**src/rtl/tile_game_pkg.sv**
```systemverilog
// Shared constants and state encoding for the tile-matching game blocks.
// Pure declarations: no logic, no latency, no flow control.
package tile_game_pkg;

    localparam int NUM_TILES_DEF   = 16;
    localparam int IDX_W_DEF       = 4;
    localparam int VAL_W_DEF       = 3;
    localparam int SHOW_CYCLES_DEF = 25000000;

    typedef enum logic [3:0] {
        IDLE   = 4'd0,
        PICK1  = 4'd1,
        FETCH1 = 4'd2,
        LATCH1 = 4'd3,
        PICK2  = 4'd4,
        FETCH2 = 4'd5,
        LATCH2 = 4'd6,
        CMP    = 4'd7,
        SHOW   = 4'd8,
        DONE   = 4'd9
    } turn_state_t;

    // Down-counter width able to hold cycles-1; never narrower than one bit.
    function automatic int timer_width(input int cycles);
        return (cycles > 1) ? $clog2(cycles) : 1;
    endfunction

endpackage

```
**src/rtl/tile_show_timer.sv**
```systemverilog
// Loadable down-counter: load takes effect on the next edge, then counts down while enabled.
// done is high while the count is zero; the counter holds at zero, no flow control.
module tile_show_timer #(
    parameter int WIDTH = 4
) (
    input  logic             clk,
    input  logic             rst_n,
    input  logic             i_load,
    input  logic [WIDTH-1:0] i_load_val,
    input  logic             i_en,
    output logic             o_done
);

    logic [WIDTH-1:0] r_count;

    always_ff @(posedge clk or negedge rst_n) begin
        if (!rst_n) begin
            r_count <= '0;
        end else if (i_load) begin
            r_count <= i_load_val;
        end else if (i_en && (r_count != '0)) begin
            r_count <= r_count - 1'b1;
        end
    end

    assign o_done = (r_count == '0);

endmodule

```
**src/rtl/tile_turn_ctrl.sv**
```systemverilog
// Turn sequencer: two picks, one board read each, compare, then match or timed show; CMP is 3 cycles after the 2nd accept.
// Selections are dropped (never queued) while busy. Optional MOVE_LIMIT_EN ends the game after MAX_MISSES mismatches.
module tile_turn_ctrl
    import tile_game_pkg::*;
#(
    parameter int NUM_TILES   = NUM_TILES_DEF,
    parameter int IDX_W       = IDX_W_DEF,
    parameter int VAL_W       = VAL_W_DEF,
    parameter int SHOW_CYCLES = SHOW_CYCLES_DEF
`ifdef MOVE_LIMIT_EN
    ,
    parameter int MAX_MISSES  = 8
`endif
) (
    input  logic                 CLOCK_50,
    input  logic                 resetn,
    input  logic                 ingameOn,
    input  logic                 sel_valid,
    input  logic [IDX_W-1:0]     sel_idx,
    output logic                 rd_en,
    output logic [IDX_W-1:0]     rd_addr,
    input  logic [VAL_W-1:0]     rd_data,
    output logic [NUM_TILES-1:0] revealed,
    output logic [NUM_TILES-1:0] matched,
    output logic                 busy,
    output logic [IDX_W-1:0]     score,
    output logic [7:0]           moves,
    output logic                 gameOver
);

    localparam int TMR_W = timer_width(SHOW_CYCLES);

    turn_state_t          r_state;
    turn_state_t          w_state_nxt;
    logic [NUM_TILES-1:0] r_revealed;
    logic [NUM_TILES-1:0] r_matched;
    logic [IDX_W-1:0]     r_score;
    logic [7:0]           r_moves;
    logic [IDX_W-1:0]     r_idx1;
    logic [IDX_W-1:0]     r_idx2;
    logic [VAL_W-1:0]     r_val1;
    logic [VAL_W-1:0]     r_val2;
    logic                 r_busy;

    logic [NUM_TILES-1:0] w_sel_mask;
    logic [NUM_TILES-1:0] w_pair_mask;
    logic                 w_in_range;
    logic                 w_sel_ok;
    logic                 w_last_pair;
    logic                 w_limit_hit;
    logic                 w_tmr_done;

    logic                 w_clear;
    logic                 w_take1;
    logic                 w_take2;
    logic                 w_cap1;
    logic                 w_cap2;
    logic                 w_hit;
    logic                 w_miss;
    logic                 w_show_end;

    // Masks rather than variable bit-indexing so out-of-range indices simply select nothing.
    assign w_sel_mask  = NUM_TILES'(1) << sel_idx;
    assign w_pair_mask = (NUM_TILES'(1) << r_idx1) | (NUM_TILES'(1) << r_idx2);
    assign w_in_range  = (32'(sel_idx) < NUM_TILES);
    assign w_sel_ok    = sel_valid && w_in_range &&
                         (((r_revealed | r_matched) & w_sel_mask) == '0);
    assign w_last_pair = ((32'(r_score) + 32'd1) == (NUM_TILES / 2));

    always_comb begin
        w_state_nxt = r_state;
        w_clear     = 1'b0;
        w_take1     = 1'b0;
        w_take2     = 1'b0;
        w_cap1      = 1'b0;
        w_cap2      = 1'b0;
        w_hit       = 1'b0;
        w_miss      = 1'b0;
        w_show_end  = 1'b0;
        if (!ingameOn) begin
            w_state_nxt = IDLE;
        end else begin
            case (r_state)
                IDLE: begin
                    w_clear     = 1'b1;
                    w_state_nxt = PICK1;
                end
                PICK1: begin
                    if (w_sel_ok) begin
                        w_take1     = 1'b1;
                        w_state_nxt = FETCH1;
                    end
                end
                FETCH1: w_state_nxt = LATCH1;
                LATCH1: begin
                    w_cap1      = 1'b1;
                    w_state_nxt = PICK2;
                end
                PICK2: begin
                    if (w_sel_ok) begin
                        w_take2     = 1'b1;
                        w_state_nxt = FETCH2;
                    end
                end
                FETCH2: w_state_nxt = LATCH2;
                LATCH2: begin
                    w_cap2      = 1'b1;
                    w_state_nxt = CMP;
                end
                CMP: begin
                    if (r_val1 == r_val2) begin
                        w_hit       = 1'b1;
                        w_state_nxt = w_last_pair ? DONE : PICK1;
                    end else begin
                        w_miss      = 1'b1;
                        w_state_nxt = SHOW;
                    end
                end
                SHOW: begin
                    if (w_tmr_done) begin
                        w_show_end  = 1'b1;
                        w_state_nxt = w_limit_hit ? DONE : PICK1;
                    end
                end
                DONE:    w_state_nxt = DONE;
                default: w_state_nxt = IDLE;
            endcase
        end
    end

    always_ff @(posedge CLOCK_50 or negedge resetn) begin
        if (!resetn) begin
            r_state <= IDLE;
            r_busy  <= 1'b0;
        end else begin
            r_state <= w_state_nxt;
            r_busy  <= !((w_state_nxt == PICK1) || (w_state_nxt == PICK2));
        end
    end

    always_ff @(posedge CLOCK_50 or negedge resetn) begin
        if (!resetn) begin
            r_revealed <= '0;
            r_matched  <= '0;
            r_score    <= '0;
            r_moves    <= '0;
        end else if (w_clear) begin
            r_revealed <= '0;
            r_matched  <= '0;
            r_score    <= '0;
            r_moves    <= '0;
        end else begin
            if (w_take1 || w_take2) begin
                r_revealed <= r_revealed | w_sel_mask;
            end
            if (w_hit || w_show_end) begin
                r_revealed <= r_revealed & ~w_pair_mask;
            end
            if (w_hit) begin
                r_matched <= r_matched | w_pair_mask;
                r_score   <= r_score + 1'b1;
            end
            if ((w_hit || w_miss) && (r_moves != 8'hFF)) begin
                r_moves <= r_moves + 8'd1;
            end
        end
    end

    always_ff @(posedge CLOCK_50 or negedge resetn) begin
        if (!resetn) begin
            r_idx1 <= '0;
            r_idx2 <= '0;
            r_val1 <= '0;
            r_val2 <= '0;
        end else begin
            if (w_take1) r_idx1 <= sel_idx;
            if (w_take2) r_idx2 <= sel_idx;
            if (w_cap1)  r_val1 <= rd_data;
            if (w_cap2)  r_val2 <= rd_data;
        end
    end

`ifdef MOVE_LIMIT_EN
    localparam int MISS_W = $clog2(MAX_MISSES + 1);

    logic [MISS_W-1:0] r_misses;

    always_ff @(posedge CLOCK_50 or negedge resetn) begin
        if (!resetn) begin
            r_misses <= '0;
        end else if (w_clear) begin
            r_misses <= '0;
        end else if (w_miss && (r_misses != MISS_W'(MAX_MISSES))) begin
            r_misses <= r_misses + 1'b1;
        end
    end

    assign w_limit_hit = (r_misses == MISS_W'(MAX_MISSES));
`else
    assign w_limit_hit = 1'b0;
`endif

    tile_show_timer #(
        .WIDTH (TMR_W)
    ) u_show_timer (
        .clk        (CLOCK_50),
        .rst_n      (resetn),
        .i_load     (w_miss),
        .i_load_val (TMR_W'(SHOW_CYCLES - 1)),
        .i_en       (r_state == SHOW),
        .o_done     (w_tmr_done)
    );

    assign rd_en    = (r_state == FETCH1) || (r_state == FETCH2);
    assign rd_addr  = (r_state == FETCH1) ? r_idx1 :
                      (r_state == FETCH2) ? r_idx2 : '0;
    assign revealed = r_revealed;
    assign matched  = r_matched;
    assign busy     = r_busy;
    assign score    = r_score;
    assign moves    = r_moves;
    assign gameOver = (r_state == DONE);

endmodule

```
**config.mk**
```make
export PLATFORM = sky130hd
export DESIGN_NAME = tile_turn_ctrl
export DESIGN_NICKNAME = d
export VERILOG_FILES = /design/src/rtl/tile_game_pkg.sv /design/src/rtl/tile_show_timer.sv /design/src/rtl/tile_turn_ctrl.sv
export SDC_FILE = /design/constraint.sdc
export NUM_CORES = 1
export LEC_CHECK = 0
export BUFFER_PORTS_ARGS = -buffer_cell sky130_fd_sc_hd__clkbuf_2
export CORE_UTILIZATION = 45
export CTS_CLUSTER_DIAMETER = 50
export DETAILED_ROUTE_END_ITERATION = 12
export GPL_ROUTABILITY_DRIVEN = 0
export GPL_TIMING_DRIVEN = 1
export PLACE_DENSITY_LB_ADDON = 0.2
export SLEW_MARGIN = 0
export SYNTH_ARGS = -nofsm -noshare
export SYNTH_HDL_FRONTEND = slang
export SYNTH_SLANG_ARGS = --single-unit
export TNS_END_PERCENT = 5
```
**constraint.sdc**
```tcl
create_clock -name CLOCK_50 -period 2.1 [get_ports CLOCK_50]
set_input_delay 0.21 -clock CLOCK_50 [delete_from_list [all_inputs] [get_ports CLOCK_50]]
set_output_delay 0.21 -clock CLOCK_50 [all_outputs]
set_load 0.005 [all_outputs]
```
Word level (Yosys, flattened, before mapping)
Index checks and enable logic that the tools add are counted.
Storage, ports and cells
  latch bits: 0
  RAM bits: 0
  register bits after elaboration: 88
  memory bits (read-only): 0
  memories kept: 0
Cells by class
  bitwise gates (word level): 7
  shifts and indexed selects: 3
  add/sub/neg operators: 4
  multipliers: 0
  div/mod/pow operators: 0
  mux-type cells: 40
  eq/ne operators: 14
  reduce and logical (&&, ||, !) cells: 17
  order comparisons: 0
Operators with widths (number)
  two-way mux 16 bit: 5
  OR 16 bit: 4
  two-way mux 25 bit: 2
  << shifter 1 x 4 -> 16 bit, first input constant: 3
  two-way mux 4 bit: 10
  one-hot mux 4 bit (10 select lines): 1
  AND 16 bit: 2
  logical NOT 25 bit: 1
  nonzero test 25 bit: 1
  subtractor 25 x 1 -> 25 bit, second input constant: 1
  == test 4 x 3 -> 1 bit, second input constant: 5
  two-way mux 1 bit: 20
  logical NOT 16 bit: 1
  two-way mux 8 bit: 2
  inverter 16 bit: 1
  adder 8 x 1 -> 8 bit, second input constant: 1
  == test 4 x 1 -> 1 bit, second input constant: 2
  == test 4 x 2 -> 1 bit, second input constant: 2
  == test 4 bit, second input constant: 2
  != test 8 bit, second input constant: 1
  nonzero test 2 bit: 3
  adder 4 x 1 -> 5 bit, second input constant: 1
  == test 5 x 4 -> 1 bit, second input constant: 1
  logical OR 1 bit: 5
  other kinds (6): 8

Longest topological paths before layout
  depth in word-level cells: 11
  mapped depth: 9
  depth with buffers taken out: 8

Hierarchy
A second synthesis with hierarchy kept.
Second synthesis, totals
  cell total of the unflattened synthesis: 515
  area total of the unflattened synthesis: 4954.8 µm²
Modules (own cells, without submodules)
  tile_turn_ctrl: area an instance 3399.5 µm², cells each 353, times used 1
  tile_show_timer: area an instance 1555.2 µm², cells each 162, times used 1

Least setup slack after synthesis
OpenSTA, ideal clock, no wires.
  path kind: flip-flop to flip-flop
  start point: reg u_show_timer.r_count[5]
  end point: reg r_revealed[4], in the netlist revealed[4]
  period minus slack after synthesis: 2.246 ns
  arrival time: 2.118 ns
  slack: -0.146 ns
  data required time: 1.972 ns
  setup time: 0.128 ns
  cell stages (with the launch flop): 8
  path through: dfrtp_1 or4_4 or4_4 o31ai_4 buf_6 nand3_1 nand3_1 o31ai_1
Between the ends
  word-level cells in the longest chain between the ends: 7
RTL lines
  start: declaration: RTL line tile_show_timer.sv:14  | logic [WIDTH-1:0] r_count;
  start signal: assignment: RTL line tile_show_timer.sv:20  | r_count <= i_load_val;
  start signal: assignment: RTL line tile_show_timer.sv:22  | r_count <= r_count - 1'b1;
  logical NOT 25 bit *: RTL line tile_show_timer.sv:26  | assign o_done = (r_count == '0);
  two-way mux 1 bit *: RTL line tile_turn_ctrl.sv:120  | if (w_tmr_done) begin
  two-way mux 1 bit *: RTL line tile_turn_ctrl.sv:83  | case (r_state)
  two-way mux 1 bit *: RTL line tile_turn_ctrl.sv:80  | if (!ingameOn) begin
  logical OR 1 bit *: RTL line tile_turn_ctrl.sv:156  | if (w_hit || w_show_end) begin
  two-way mux 16 bit: RTL line tile_turn_ctrl.sv:156
  two-way mux 16 bit: RTL line tile_turn_ctrl.sv:147  | end else if (w_clear) begin
  end signal: assignment: RTL line tile_turn_ctrl.sv:154  | r_revealed <= r_revealed | w_sel_mask;
  end signal: assignment: RTL line tile_turn_ctrl.sv:157  | r_revealed <= r_revealed & ~w_pair_mask;
  end: declaration: RTL line tile_turn_ctrl.sv:35  | logic [NUM_TILES-1:0] r_revealed;
Mark *: on every way between the ends. The rest lies on a longest branch, timed or not.
A chain may end at the register's enable or synchronous reset.

Final worst setup path
  start point: reg u_show_timer.r_count[10]
  end point: reg r_revealed[0], in the netlist revealed[0]
The elaborated chain is that of the path after synthesis.

==> reports/results.ini <==
[timing]
whs_ns=0.0934
tightest_slew_ns=0.511
drv_slew=0
fmax_mhz=421
finClkSkew_ns=0.0221
setup_ws_ns=-0.277
finalHoldViolCount=0
min_period_over_period_pct=113
finalSetupViolCount=45
relSlewSlack_pct=65.6
fin_crit_ns=2.38
rsz0062_at_grt=yes
fin_tns_setup_ns=-6.06

[synth]
syn_area_mm2=0.00478
synth_top_area_cell=dfrtp_1
yosysWarningCount=0
synthArstFlopShare_pct=100
syn_inst=506
synth.top_cell.area_share_pct=46.1
syn-num-nets=521
synth-seq-area-share_pct=46.1
synth_area_per_cell_um2=9.45
ys_types=65
synth_ff_type=dfrtp_1
synth_seq_cells=88
synth.area.top_cells=dfrtp_1, nor2_1, nand3_1
synth_edf_count=0

[flow_run]
maxCapViolations=0

[drt]
avgViaCountPerCell=5.75
vias=4519
wl_per_cell_um=16.5
drt_iter0_markers=291
ant_nets=0
dr.pass1.iters=4
wl_um=13000
drcViolationCount=0

[global_routing]
grt_use_total_pct=23.9
grt_pass1_vias=4265
grt_pass1_wl_um=21000
antenna_found_initial=0
grt_max_degree=65
grt-ovfl-total=0

[critical_path]
r2r_slack_ns=-0.28
crit_path_start_kind=flip-flop
critPathKind=reg -> reg
crit_chain=or4_4, or4_4, o31ai_4, buf_12, buf_12, nand3_2, a31o_2
endpoint_kind=flip-flop
cp_slowest_cell=or4_4
crit_fanout=7
cp.arrival_ns=2.65
slowest_delay_ns=0.54
cp.required_ns=2.37

[layout]
final_cells=786
area_growth_pct=30.3
diodes=0
final_layout_size_suffix_gt1_share_pct=35.7
final_nets=661

[place]
portBuffers=61
dp_slack_ns=-0.230
dpl.cell_count=764
hpwl_um=9420

[clock_network]
cts_buffers=9
cts_buffer_depth=2
cts.reportedPaths.clkPinSlew_ns=0.10
cts_tree=done
cts.sinks=88
clock-root-buffer=clkbuf_8
cts_max_level=3
insertion_delay_ns=0.37

[power_and_ir_drop]
p_leak_nw=2.69
p_per_area_mw_per_mm2=732
vdd_drop_max_v=0.000415
p_total_mw=4.56

[outcome]
violations=negative setup slack
outcome=finished with violations

[floorplan]
die_y_um=105
io-pin-count=62
core_area_mm2=0.0103
rows=37
die_area_mm2=0.0110
fp.dieW_um=105
start_util_pct=46.3

[min_path]
hp-class=in -> reg

logic make-up after synthesis:
logic type,Yosys count,synth area share (%)
xor+xnor,27,4.95
mux,16,3.74
buf+inv,30,2.98
fa+ha+maj,4,1.05
compound gates,105,14.8
simple gates,236,26.4
flops,88,46.1
where the power goes:
group	internal (mW)	leakage (nW)	total [mW]	switching [mW]
Sequential	1.92	1.07	2.15	0.224
Clock	0.454	0.0841	1.07	0.616
Combinational	0.585	1.53	1.34	0.754
routing by layer:
metal  track usage (%)  vias to the layer above  routed length (um)
met1              30.6                     2193                5530
met3              2.99                       34                 613
met5                 0                        -                   0
li1                  -                     2138                   -
met4              11.7                        0                 444
met2              40.2                      154                6390
synthesized netlist by cell type (all sizes together), types with 10 or more instances:
cell / number
xor2: 13
dfrtp: 88
a21oi: 23
nand2: 41
nand3: 40
xnor2: 14
nor4: 11
clkbuf: 13
o22ai: 19
mux2: 15
o21ai: 15
o31ai: 10
nor3: 13
nor2: 67
nand2b: 12
state kept, by name, indices dropped and copies added (netlist names):
| register | cells |
|---|---|
| u_show_timer.r_count | 25 |
| matched | 16 |
| revealed | 16 |
| moves | 8 |
| r_idx1 | 4 |
| r_idx2 | 4 |
| r_state | 4 |
| score | 4 |
| r_val1 | 3 |
| r_val2 | 3 |
| busy | 1 |
cell type report:
cell class | count | area, um^2
Inverter | 9 | 35.0
Timing Repair Buffer | 150 | 1030
Clock buffer | 10 | 138
Multi-Input combinational cell | 388 | 2620
Fill cell | 885 | 4100
Sequential cell | 88 | 2200
Tap cell | 136 | 170
Clock inverter | 5 | 33.8
timing repair:
item	in CTS	in global routing
hold buffers	1	0
setup buffers	0	6
pin swaps	13	18
hold endpoints to repair	24	0
gates resized for setup	11	35
setup endpoints to repair	53	54
final timing paths:
check                      cells after the start                     start                        to
max in group asynchronous                      3                    resetn   u_show_timer.r_count[2]
min reg2reg                                    1  u_show_timer.r_count[15]  u_show_timer.r_count[15]
max reg2reg                                    7  u_show_timer.r_count[10]               revealed[0]
min                                            2                rd_data[0]                 r_val2[0]
min in group asynchronous                      2                    resetn                matched[5]
max                                            7  u_show_timer.r_count[10]               revealed[0]
layout by cell type (no fill, tap or decap), drive strengths merged, types with 10 or more instances in the layout:
master and instances:
o21ai 15, a21oi 23, nor2 67, clkbuf 70, nor3 13, dfrtp 88
xor2 13, nand2 41, buf 89, o31ai 10, nand3 40, nor4 11
o22ai 19, mux2 15, xnor2 14, nand2b 12
critical path, delay by kind of cell (launching register included):
kind / cells / cell delay (ns)
buffers and inverters: 2 / 0.28
flip-flops: 1 / 0.38
AO/OA/AOI/OAI: 2 / 0.52
AND/OR/NAND/NOR: 3 / 1.11
metrics by stage:
stage / cell area (um^2) / utilization [%]
3_5_place_dp: 5800 / 56.1
3_3_place_gp: 5800 / 56.1
6_report: 6230 / 60.3
4_1_cts: 6010 / 58.2
2_1_floorplan: 4780 / -
5_1_grt: 6230 / 60.3
No activity file was read; power rests on OpenSTA's default activity.
